## config.mk

```make
export PLATFORM = sky130hd
export DESIGN_NAME = seq_muldiv_unit
export DESIGN_NICKNAME = d
export VERILOG_FILES = /design/src/rtl/seq_muldiv_unit.sv
export SDC_FILE = /design/constraint.sdc
export NUM_CORES = 1
export LEC_CHECK = 0
export ABC_AREA = 1
export ABC_CLOCK_PERIOD_IN_PS = 6900
export BUFFER_PORTS_ARGS = -buffer_cell sky130_fd_sc_hd__buf_2
export CAP_MARGIN = 0
export CORE_MARGIN = 2
export CORE_UTILIZATION = 60
export DETAILED_ROUTE_END_ITERATION = 8
export PLACE_DENSITY = 0.8
export SLEW_MARGIN = 25
export SYNTH_ARGS = -nofsm -noshare
export SYNTH_HDL_FRONTEND = slang
export SYNTH_SLANG_ARGS = --single-unit
```

## constraint.sdc

```tcl
create_clock -name clk -period 6.9 [get_ports clk]
set_clock_uncertainty 0.1 [all_clocks]
set_input_delay 0.69 -clock clk [delete_from_list [all_inputs] [get_ports clk]]
set_output_delay 0.69 -clock clk [all_outputs]
set_load 0.03 [all_outputs]
```

## src/rtl/seq_muldiv_unit.sv

```systemverilog
// Radix-2 iterative unsigned multiply/divide unit; one shift-add or restoring
// divide step per clock, result returned through the register-file write port.
module seq_muldiv_unit #(
  parameter int WIDTH = 32,
  parameter int AW    = 5
) (
  input  logic             clk,
  input  logic             rst,
  input  logic             start,
  input  logic [1:0]       op,
  input  logic [AW-1:0]    dest,
  input  logic [WIDTH-1:0] src_A,
  input  logic [WIDTH-1:0] src_B,
  output logic             busy,
  output logic             done,
  output logic             wb_en,
  output logic [AW-1:0]    wb_addr,
  output logic [WIDTH-1:0] wb_data,
  output logic             div_zero
);

  // state | meaning
  // IDLE  | waiting for start, operands latched on acceptance
  // RUN   | one multiply or divide step per cycle, count decrements
  // WB    | result selected; registered outputs pulse on the following edge
  typedef enum logic [1:0] {S_IDLE, S_RUN, S_WB} state_t;

  localparam int CW = $clog2(WIDTH + 1);

  state_t             state, state_nxt;
  logic [CW-1:0]      count;
  logic [1:0]         op_q;
  logic [AW-1:0]      dest_q;
  logic [WIDTH-1:0]   a_q, b_q;
  logic [2*WIDTH-1:0] acc;
  logic               dz_q;

  logic               is_div;
  logic [WIDTH:0]     mul_sum;
  logic [WIDTH:0]     div_srem;
  logic [WIDTH:0]     div_diff;
  logic [2*WIDTH-1:0] acc_step;
  logic [WIDTH-1:0]   result;

  assign is_div = op_q[1];

  always_comb begin
    state_nxt = state;
    case (state)
      S_IDLE: if (start) state_nxt = (op[1] && (src_B == '0)) ? S_WB : S_RUN;
      S_RUN:  if (count == CW'(1)) state_nxt = S_WB;
      S_WB:   state_nxt = S_IDLE;
      default: state_nxt = S_IDLE;
    endcase
  end

  // MUL keeps the shifting multiplier in b_q; DIV keeps {rem, quo} in acc.
  always_comb begin
    mul_sum  = {1'b0, acc[2*WIDTH-1:WIDTH]} + {1'b0, (b_q[0] ? a_q : {WIDTH{1'b0}})};
    div_srem = acc[2*WIDTH-1:WIDTH-1];
    div_diff = div_srem - {1'b0, b_q};
    if (is_div) begin
      if (div_diff[WIDTH]) acc_step = {acc[2*WIDTH-2:0], 1'b0};
      else                 acc_step = {div_diff[WIDTH-1:0], acc[WIDTH-2:0], 1'b1};
    end else begin
      acc_step = {mul_sum, acc[WIDTH-1:1]};
    end
    case (op_q)
      2'b00:   result = acc[WIDTH-1:0];
      2'b01:   result = acc[2*WIDTH-1:WIDTH];
      2'b10:   result = dz_q ? {WIDTH{1'b1}} : acc[WIDTH-1:0];
      default: result = dz_q ? a_q : acc[2*WIDTH-1:WIDTH];
    endcase
  end

  always_ff @(posedge clk or posedge rst) begin
    if (rst) begin
      state    <= S_IDLE;
      count    <= '0;
      op_q     <= '0;
      dest_q   <= '0;
      a_q      <= '0;
      b_q      <= '0;
      acc      <= '0;
      dz_q     <= 1'b0;
      busy     <= 1'b0;
      done     <= 1'b0;
      wb_en    <= 1'b0;
      wb_addr  <= '0;
      wb_data  <= '0;
      div_zero <= 1'b0;
    end else begin
      state    <= state_nxt;
      busy     <= (state != S_IDLE);
      done     <= (state == S_WB);
      wb_en    <= (state == S_WB) && (dest_q != '0);
      div_zero <= (state == S_WB) && dz_q;
      if (state == S_WB) begin
        wb_addr <= dest_q;
        wb_data <= result;
      end
      case (state)
        S_IDLE: if (start) begin
          op_q   <= op;
          dest_q <= dest;
          a_q    <= src_A;
          b_q    <= src_B;
          count  <= CW'(WIDTH);
          dz_q   <= op[1] && (src_B == '0);
          acc    <= op[1] ? {{WIDTH{1'b0}}, src_A} : '0;
        end
        S_RUN: begin
          acc   <= acc_step;
          count <= count - CW'(1);
          if (!is_div) b_q <= b_q >> 1;
        end
        default: ;
      endcase
    end
  end

endmodule

```

-- Word level (Yosys, flattened, before mapping)
Index checks and enable logic that the tools add are counted.
- output and inout port bits: 41
- logic and storage cells: 56
- input bits: 74
- flip-flop bits (word level): 185
- mux-type cells: 18
- eq/ne operators: 8
- reductions and logical operators: 13
- add/subtract/negate cells: 3
- operator list (cell ; count):
    32-bit two-way mux ; 6
    64-bit two-way mux ; 3
    64-bit case mux with 2 select lines ; 1
    32-bit case mux with 3 select lines ; 1
    32-bit case mux with 2 select lines ; 1
    32-bit by 32-bit adder with 33-bit output ; 1
    33-bit by 32-bit subtractor with 33-bit output ; 1
    32-bit zero test ; 1
    6-bit case mux with 2 select lines ; 1
    6-bit by 1-bit equality test with 1-bit output, second input constant ; 1
    2-bit two-way mux ; 3
    6-bit two-way mux ; 1
    2-bit != test, second input constant ; 3
    2-bit AND reduction ; 3
    6-bit by 1-bit subtractor with 6-bit output, second input constant ; 1
    5-bit nonzero test ; 1
    2-bit by 1-bit equality test with 1-bit output, second input constant ; 2
    2-bit equality test, second input constant ; 2
    2-bit zero test ; 2
    2-bit case mux with 2 select lines ; 1
    2-bit nonzero test ; 2
    1-bit logical AND ; 3
    3-bit AND reduction ; 1

-- Depth between registers and ports, before layout
Gate-level depths: netlist of run 1.
- word-level depth: 5
- depth in mapped cells: 21
- gate-level depth less buffers: 19

-- Least setup slack after synthesis of run 1
OpenSTA, ideal clock, no wires.
- path type: register to register
- from: reg b_q[0]
- to: reg acc[49]
- arrival time: 2.210 ns
- library setup time: 0.116 ns
- cell stages (with the launch flop): 19
- setup slack: 4.473 ns
- path through: dfrtp_1 > clkbuf_1 > nand2_1 > inv_1 > ha_1 > inv_1 > fa_1 > o21ai_1 > nand2_1 > nand2_1 > nand2_1 > nand2_1 > nand3_1 > nand3_1 > nand3_1 > nand2_1 > inv_1 > nand2_1 > nand2_1
- cells in the longest elaborated chain, start to end: 4
- RTL lines (element ; RTL line ; source):
    start, declared ; 34 ; logic [WIDTH-1:0] a_q, b_q;
    start signal, assigned ; 107 ; b_q <= src_B;
    start signal, assigned ; 115 ; if (!is_div) b_q <= b_q >> 1;
    33-bit by 32-bit subtractor with 33-bit output or 32-bit two-way mux (tied branches) ; 61, 59 ;
    64-bit two-way mux or 32-bit by 32-bit adder with 33-bit output (tied branches) ; 63, 59 ;
    64-bit two-way mux (*) ; 62 ; if (is_div) begin
    64-bit case mux with 2 select lines (*) ; 102 ; case (state)
    end signal, assigned ; 110 ; acc <= op[1] ? {{WIDTH{1'b0}}, src_A} : '0;
    end signal, assigned ; 113 ; acc <= acc_step;
    end, declared ; 35 ; logic [2*WIDTH-1:0] acc;
Every way passes the cells marked *; elsewhere a longest branch is shown, timed or not.
A chain may end at the register's enable or synchronous reset.

-- Worst setup path after layout of run 1
- from: reg b_q[0]
- to: reg acc[37]
The elaborated chain is that of the path after synthesis.

==> results.md, run 1 <==
- Status: finished, final reports clean
- Crit start category: flop
- CTS clk-pin slew, worst paths: 0.09 ns
- Commonest cells after routing, fill and taps aside: nand2_1 (633), inv_1 (354), o21ai_0 (235)
- Avg WL per Cell: 16.9 um
- Longest Clk Path Bufs: 2
- GRT overflow: 0
- Synthesized cell area: 14,100 sq um
- Max_slew headroom: 0.356
- Residual DRC: 0
- I/O Buffers: 114
- Post-synth EDFFs: 0
- Hold-fix buffers, CTS: 0
- Post-CTS Resized: 0
- IO Pins: 115
- Yosys cell types: 48
- Die height: 157 um
- Antenna Violating Nets Remaining: 0
- Core Box Area: 23,300 sq um
- Most common cell after layout, fill and taps aside: nand2_1
- Worst slew pin tran: 0.966 ns
- Initial DRC Count: 1,292
- Syn Nets: 2,320
- Crit path required time: 7.12 ns
- Setup repair bufs after CTS: 0
- CTS buffer count: 17
- CTS H-Tree Depth: 4
- Number of vias per cell: 5.65
- Fin crit period: 3.49 ns
- Setup-failing EPs final: 0
- Die Wd: 157 um
- Final nets: 2,380
- Hold WC Path Type: input port to asynchronous set/reset pin
- Setup TNS Final: 0 ns
- Die area: 24,800 sq um
- Skew-Pair Late Insertion Delay: 0.46 ns
- Crit share post-route: 0.506
- Vias: 14,500
- Yosys top cell by area: dfrtp_1
- CTS tree: yes
- Total of max-cap violations: 0
- Syn. warnings: 0
- DP HPWL: 32,000 um
- #FFs+latches synth: 185
- First-pass GRT wire length: 69,800 um
- Drt pass-1 iters: 6
- N_diodes: 0
- Maximum clock frequency: 287 MHz
- Share of layout cells above drive strength 1: 0.0928
- Mean Syn Cell Area: 6.48 sq um
- Synth Instances: 2,178
- Post-synthesis sequential area ratio: 0.328
- Most used DFF post-synth: dfrtp_1
- Post-synth ARST share: 1.00
- Std cell rows: 56
- Worst setup EP type: flop
- WS Path Type: flop to flop
- Tot GR Track Use: 0.358
- Area delta synth->final: 9.58%
- Synth top area share: 0.328
- Gpl congestion: 0.956
- Final Slew Violations: 0
- Starting Density: 0.607
- Root Driver: clkbuf_16
- RSZ-0062 raised after global routing: no
- Final Hold Fails: 0
- Initial antenna violation count: 0
- Vias in the first global route: 13,700
- Critical Path AT: 3.71 ns
- Post-Route WL: 43,500 um
- Num Clock Sinks: 185
- Crit Path Max Fanout: 34
- Top cells by area, synth: dfrtp_1 (33%), nand2_1 (17%), inv_1 (9.5%), o21ai_0 (8.3%), ha_1 (5.9%)
- Largest net degree at the start of global routing: 117
[flip-flops by register name (all words and copies together) (netlist names)]
| signal | count |
|---|---|
| acc | 64 |
| a_q | 32 |
| b_q | 32 |
| wb_data | 32 |
| count | 6 |
| dest_q | 5 |
| wb_addr | 5 |
| op_q | 2 |
| state | 2 |
| busy | 1 |
| div_zero | 1 |
| done | 1 |
| dz_q | 1 |
| wb_en | 1 |
[cells by family (layout without fill, tap and decap cells)]
kind of cell / after synthesis / in the layout / synth area share
and+or+nand+nor: 995 / 995 / 0.290
AOI/OAI and AO/OA: 464 / 464 / 0.187
buffers and inverters: 449 / 522 / 0.123
DFF: 185 / 185 / 0.328
adders and majority gates: 68 / 68 / 0.0613
xor gates and xnor gates: 16 / 16 / 0.00993
muxes: 1 / 1 / 0.000709
[area by class of cell]
type	instances	area [sq um]
inverter	361	1360
multi-input combinational	1544	7780
tap	319	399
fill	2211	7800
sequential	185	4630
timing repair buffer	129	683
clock buffer	18	429
clock inverter	14	176
[worst max-delay path: stages, from the launching register on]
cell,delay (ns)
dfrtp_2,0.65
ha_1,0.35
fa_1,0.42
inv_1,0.07
nand2_1,0.05
nand2_1,0.09
nand3_1,0.09
nand2_2,0.12
nand2_2,0.08
nand2_4,0.11
nand2_4,0.06
nand3_1,0.09
nand2_2,0.37
nor2_1,0.43
nand2_1,0.12
nand3_1,0.09
o21ai_1,0.06
[synthesized netlist by cell type (14+ instances only)]
master    count
nand3_1     135
nor2_1      155
a41oi_1      20
o211ai_1     42
clkbuf_1     70
nand4_1      14
dfrtp_1     185
inv_1       356
ha_1         66
nand2_2      19
a21oi_1     116
nand2_1     633
o21ai_0     235
[metal layers]
layer	global-route usage	share of wire	up-vias	wire [um]
met4	0.122	0.026	0	1120
met1	0.495	0.44	6621	19300
met2	0.578	0.45	677	19600
met5	0	0	-	0
li1	-	-	7152	-
met3	0.0482	0.081	80	3510
[metrics by stage]
step | hold slack [ns] | utilization | instances | worst slack, ns | cell area, sq um
after CTS | 0.326 | 0.665 | 2570 | 3.19 | 15500
final | 0.270 | 0.665 | 2570 | 3.41 | 15500
after floorplan | 0.353 | - | 2178 | 1.08 | 14100
after global placement | 0.366 | 0.639 | 2538 | 3.34 | 14900
after global routing | 0.344 | 0.665 | 2570 | 3.11 | 15500
after detailed placement | 0.369 | 0.639 | 2538 | 3.23 | 14900
[path summary, 6_finish.rpt]
path                                         from                      to  slack [ns]  cells past startpoint
setup / recovery               b_q[0]$_DFFE_PP0P_     acc[37]$_DFFE_PP0P_        3.41                     16
max in group asynchronous                     rst      b_q[0]$_DFFE_PP0P_        4.94                      3
hold / removal                                rst    count[2]$_DFFE_PP0P_        0.27                      2
min in group clk                          dest[3]   dest_q[3]$_DFFE_PP0P_        0.33                      3
setup reg to reg               b_q[0]$_DFFE_PP0P_     acc[37]$_DFFE_PP0P_        3.41                     16
hold reg to reg            wb_addr[3]$_DFFE_PP0P_  wb_addr[3]$_DFFE_PP0P_        0.39                      2
Power of run 1 is left out: the tool's default activity adds up to more than one toggle a clock period on the data nets, which glitch-free logic cannot reach.
==> run 2: changes to the inputs <==
Settings changed: ABC_AREA 1 to 0, ABC_CLOCK_PERIOD_IN_PS 6900 to 2850, CORE_UTILIZATION 60 to 55, PLACE_DENSITY 0.8 to 0.78.
Clock period 6.9 ns to 2.85 ns, I/O delays scaled along.
==> run 2 against run 1 <==
  * The flow now finishes with violations (negative setup slack)
  * Design area increased by 8.8%
  * Setup slack got worse by 3.8 ns
  * Critical path depth shrank 3
  * Sequential share of layout area fell by 2.4 points
  * Synthesized area fell by 11%
  * Utilization is 8.3 points higher
  * Non-clock buffer count increased by 284
==> results.md, run 2 <==
- Yosys cell types: 69
- DP HPWL: 28,400 um
- Die Wd: 155 um
- Starting Density: 0.556
- P_sw: 12.2 mW
- Maximum clock frequency: 308 MHz
- Area delta synth->final: 34.4%
- Largest net degree at the start of global routing: 65
- Initial DRC Count: 1,172
- PnR Total Power: 25.6 mW
- Std cell rows: 55
- Sw Ratio: 0.475
- Total of max-cap violations: 0
- Commonest cells after routing, fill and taps aside: nand2_1 (351), buf_4 (226), dfrtp_1 (183)
- IO Pins: 115
- CTS tree: yes
- Power Density: 1520 nW/um^2
- Top cells by area, synth: dfrtp_1 (37%), nand2_1 (11%), ha_1 (6.6%), o21ai_0 (4.8%), mux2i_1 (3.9%)
- #FFs+latches synth: 185
- Crit Reg-Reg Startpoint: b_q[0]$_DFFE_PP0P_
- Most used DFF post-synth: dfrtp_1
- Synthesized cell area: 12,500 sq um
- Register area: 4630 sq um
- Peak supply drop: 0.000712 V
- Share of layout cells above drive strength 1: 0.262
- Post-synthesis sequential area ratio: 0.370
- Leakage power: 8.09 nW
- Residual DRC: 0
- Worst slew pin tran: 1.01 ns
- Initial antenna violation count: 0
- Syn Nets: 1,681
- CTS buffer count: 17
- Clk pwr share: 0.098
- Largest Register: acc
- Crit start category: flop
- Root Driver: clkbuf_16
- Comb pwr share: 0.707
- R2R depth: 13
- Fill count: 1,586
- GRT overflow: 0
- Synth Instances: 1,539
- Die height: 155 um
- Final nets: 2,027
- First-pass GRT wire length: 65,400 um
- Skew-Pair Late Insertion Delay: 0.45 ns
- Tot GR Track Use: 0.340
- Worst setup EP type: flop
- Vias: 13,400
- R2r setup slk: -0.40 ns
- Critical Path AT: 3.48 ns
- Setup TNS Final: -10.72 ns
- Synth top area share: 0.370
- Final Slew Violations: 0
- Yosys top cell by area: dfrtp_1
- Drt pass-1 iters: 5
- Longest Clk Path Bufs: 2
- Mean Syn Cell Area: 8.13 sq um
- Post-synth ARST share: 1.00
- Placed cells: 2,084
- Fin crit period: 3.25 ns
- Setup-failing EPs final: 33
- Status: finished with violations
- Max_slew headroom: 0.329
- Failing checks: negative setup slack
- Crit path required time: 3.08 ns
- Avg WL per Cell: 19.1 um
- Number of vias per cell: 6.13
- RSZ-0062 raised after global routing: yes
- Post-synth top cells: nand2_1 (354), dfrtp_1 (185), o21ai_0 (120), clkbuf_1 (74), nor2_1 (68)
- Multi-input logic area: 7890 sq um
- Hold WC Path Type: input port to flop
- Non-Filler Instances: 2,183
- Most common cell after layout, fill and taps aside: nand2_1
- Max reg flops: 64
- Crit share post-route: 1.14
- Worst hold path startpoint: src_B[12]
- Internal: 13.4 mW
- R2R Path End: acc[60]$_DFFE_PP0P_
- Die area: 24,000 sq um
- Vias in the first global route: 13,200
- Crit Path Max Fanout: 7
- Sequential Power Share: 0.195
- Hold Path Stages: 3
- Final worst slack: -0.396 ns
- Post-Route WL: 41,600 um
- Post-synth EDFFs: 0
- Final Hold Fails: 0
- WS Path Type: flop to flop
- Antenna Violating Nets Remaining: 0
- Core Box Area: 22,500 sq um
- Hold Path Sink: b_q[12]$_DFFE_PP0P_
- Gpl congestion: 0.988
- CTS H-Tree Depth: 4
- Most numerous cell in the Yosys netlist: nand2_1
- Syn. warnings: 0
- N_diodes: 0
- Num Clock Sinks: 185
- I/O Buffers: 114
- CTS clk-pin slew, worst paths: 0.08 ns
-- run 2: cell count changes after synthesis, sizes merged, moves of 48 or more --
cell | previous run | this run
nor2 | 160 | 68
mux2i | 1 | 49
a21oi | 118 | 57
nand2 | 654 | 355
o21ai | 242 | 126
inv | 360 | 56
nand3 | 137 | 55
-- run 2: metrics by stage --
step | hold slack [ns] | util | setup slack [ns] | cell area [sq um]
after detailed placement | 0.249 | 0.666 | -0.456 | 15000
final | 0.00304 | 0.748 | -0.396 | 16800
after global placement | 0.253 | 0.666 | -0.293 | 15000
after global routing | 0.00399 | 0.748 | -0.473 | 16800
after CTS | 0.000600 | 0.735 | -0.311 | 16500
after floorplan | 0.290 | - | -0.191 | 12600
-- run 2: area by class of cell --
type / count / share of cell area
Timing Repair Buffer: 413 / 0.186
Clock buffer: 17 / 0.0253
Sequential cell: 185 / 0.275
Inverter: 56 / 0.0127
Tap cell: 285 / 0.0212
Clock inverter: 15 / 0.0112
Multi-Input combinational cell: 1212 / 0.469
-- run 2: critical path: stages, from the launching register on --
cell      delay [ns]
dfrtp_2         0.46
ha_4            0.18
fa_2            0.37
nand2b_4        0.17
a21oi_4         0.16
o211ai_2        0.13
a31oi_4         0.22
nand4_2         0.13
and4b_4         0.22
or3_4           0.37
buf_12          0.17
buf_12          0.14
o31ai_1         0.23
nor3_1          0.09
-- run 2: cells by family after synthesis --
family | Yosys count | synth area share
xor gates and xnor gates | 47 | 0.0329
muxes | 50 | 0.0404
AOI/OAI and AO/OA | 423 | 0.220
DFF | 185 | 0.370
buffers and inverters | 142 | 0.0451
and+or+nand+nor | 624 | 0.223
adders and majority gates | 68 | 0.0692
-- run 2: per-layer routing --
| layer | wire length, um | part of all wire | GRT usage |
|---|---|---|---|
| met5 | 0 | 0 | 0 |
| met2 | 21200 | 0.51 | 0.602 |
| met1 | 16000 | 0.38 | 0.416 |
| met3 | 2640 | 0.063 | 0.0421 |
| met4 | 1820 | 0.044 | 0.155 |
-- run 2: worst max-delay path by stage --
| stage | slack (ns) | start | depth (start not counted) | to |
|---|---|---|---|---|
| floorplan | -0.19 | b_q[0]$_DFFE_PP0P_ | 13 | acc[49]$_DFFE_PP0P_ |
| global placement | -0.29 | b_q[0]$_DFFE_PP0P_ | 14 | acc[59]$_DFFE_PP0P_ |
| detailed placement | -0.46 | b_q[0]$_DFFE_PP0P_ | 14 | acc[57]$_DFFE_PP0P_ |
| CTS | -0.31 | b_q[0]$_DFFE_PP0P_ | 13 | acc[51]$_DFFE_PP0P_ |
| global route | -0.47 | b_q[0]$_DFFE_PP0P_ | 13 | acc[35]$_DFFE_PP0P_ |
| finish | -0.40 | b_q[0]$_DFFE_PP0P_ | 13 | acc[60]$_DFFE_PP0P_ |
-- run 2: power by group through the flow --
stage	Sequential, mW	Combinational [mW]	Clock, mW
global route	5.13	19.6	2.62
finish	5.00	18.1	2.51
global placement	4.94	15.4	0
floorplan	5.22	9.66	0
CTS	4.96	16.8	2.51
detailed placement	4.98	15.8	0
-- run 2: repair_timing --
item	CTS	global route
cloned	1	2
pin swaps	15	10
endpoints found under the setup margin	33	33
gates resized for setup	67	41
hold buffers	51	0
hold endpoints to repair	72	0
setup buffers	10	4
Power figures use the tool's default switching activity.
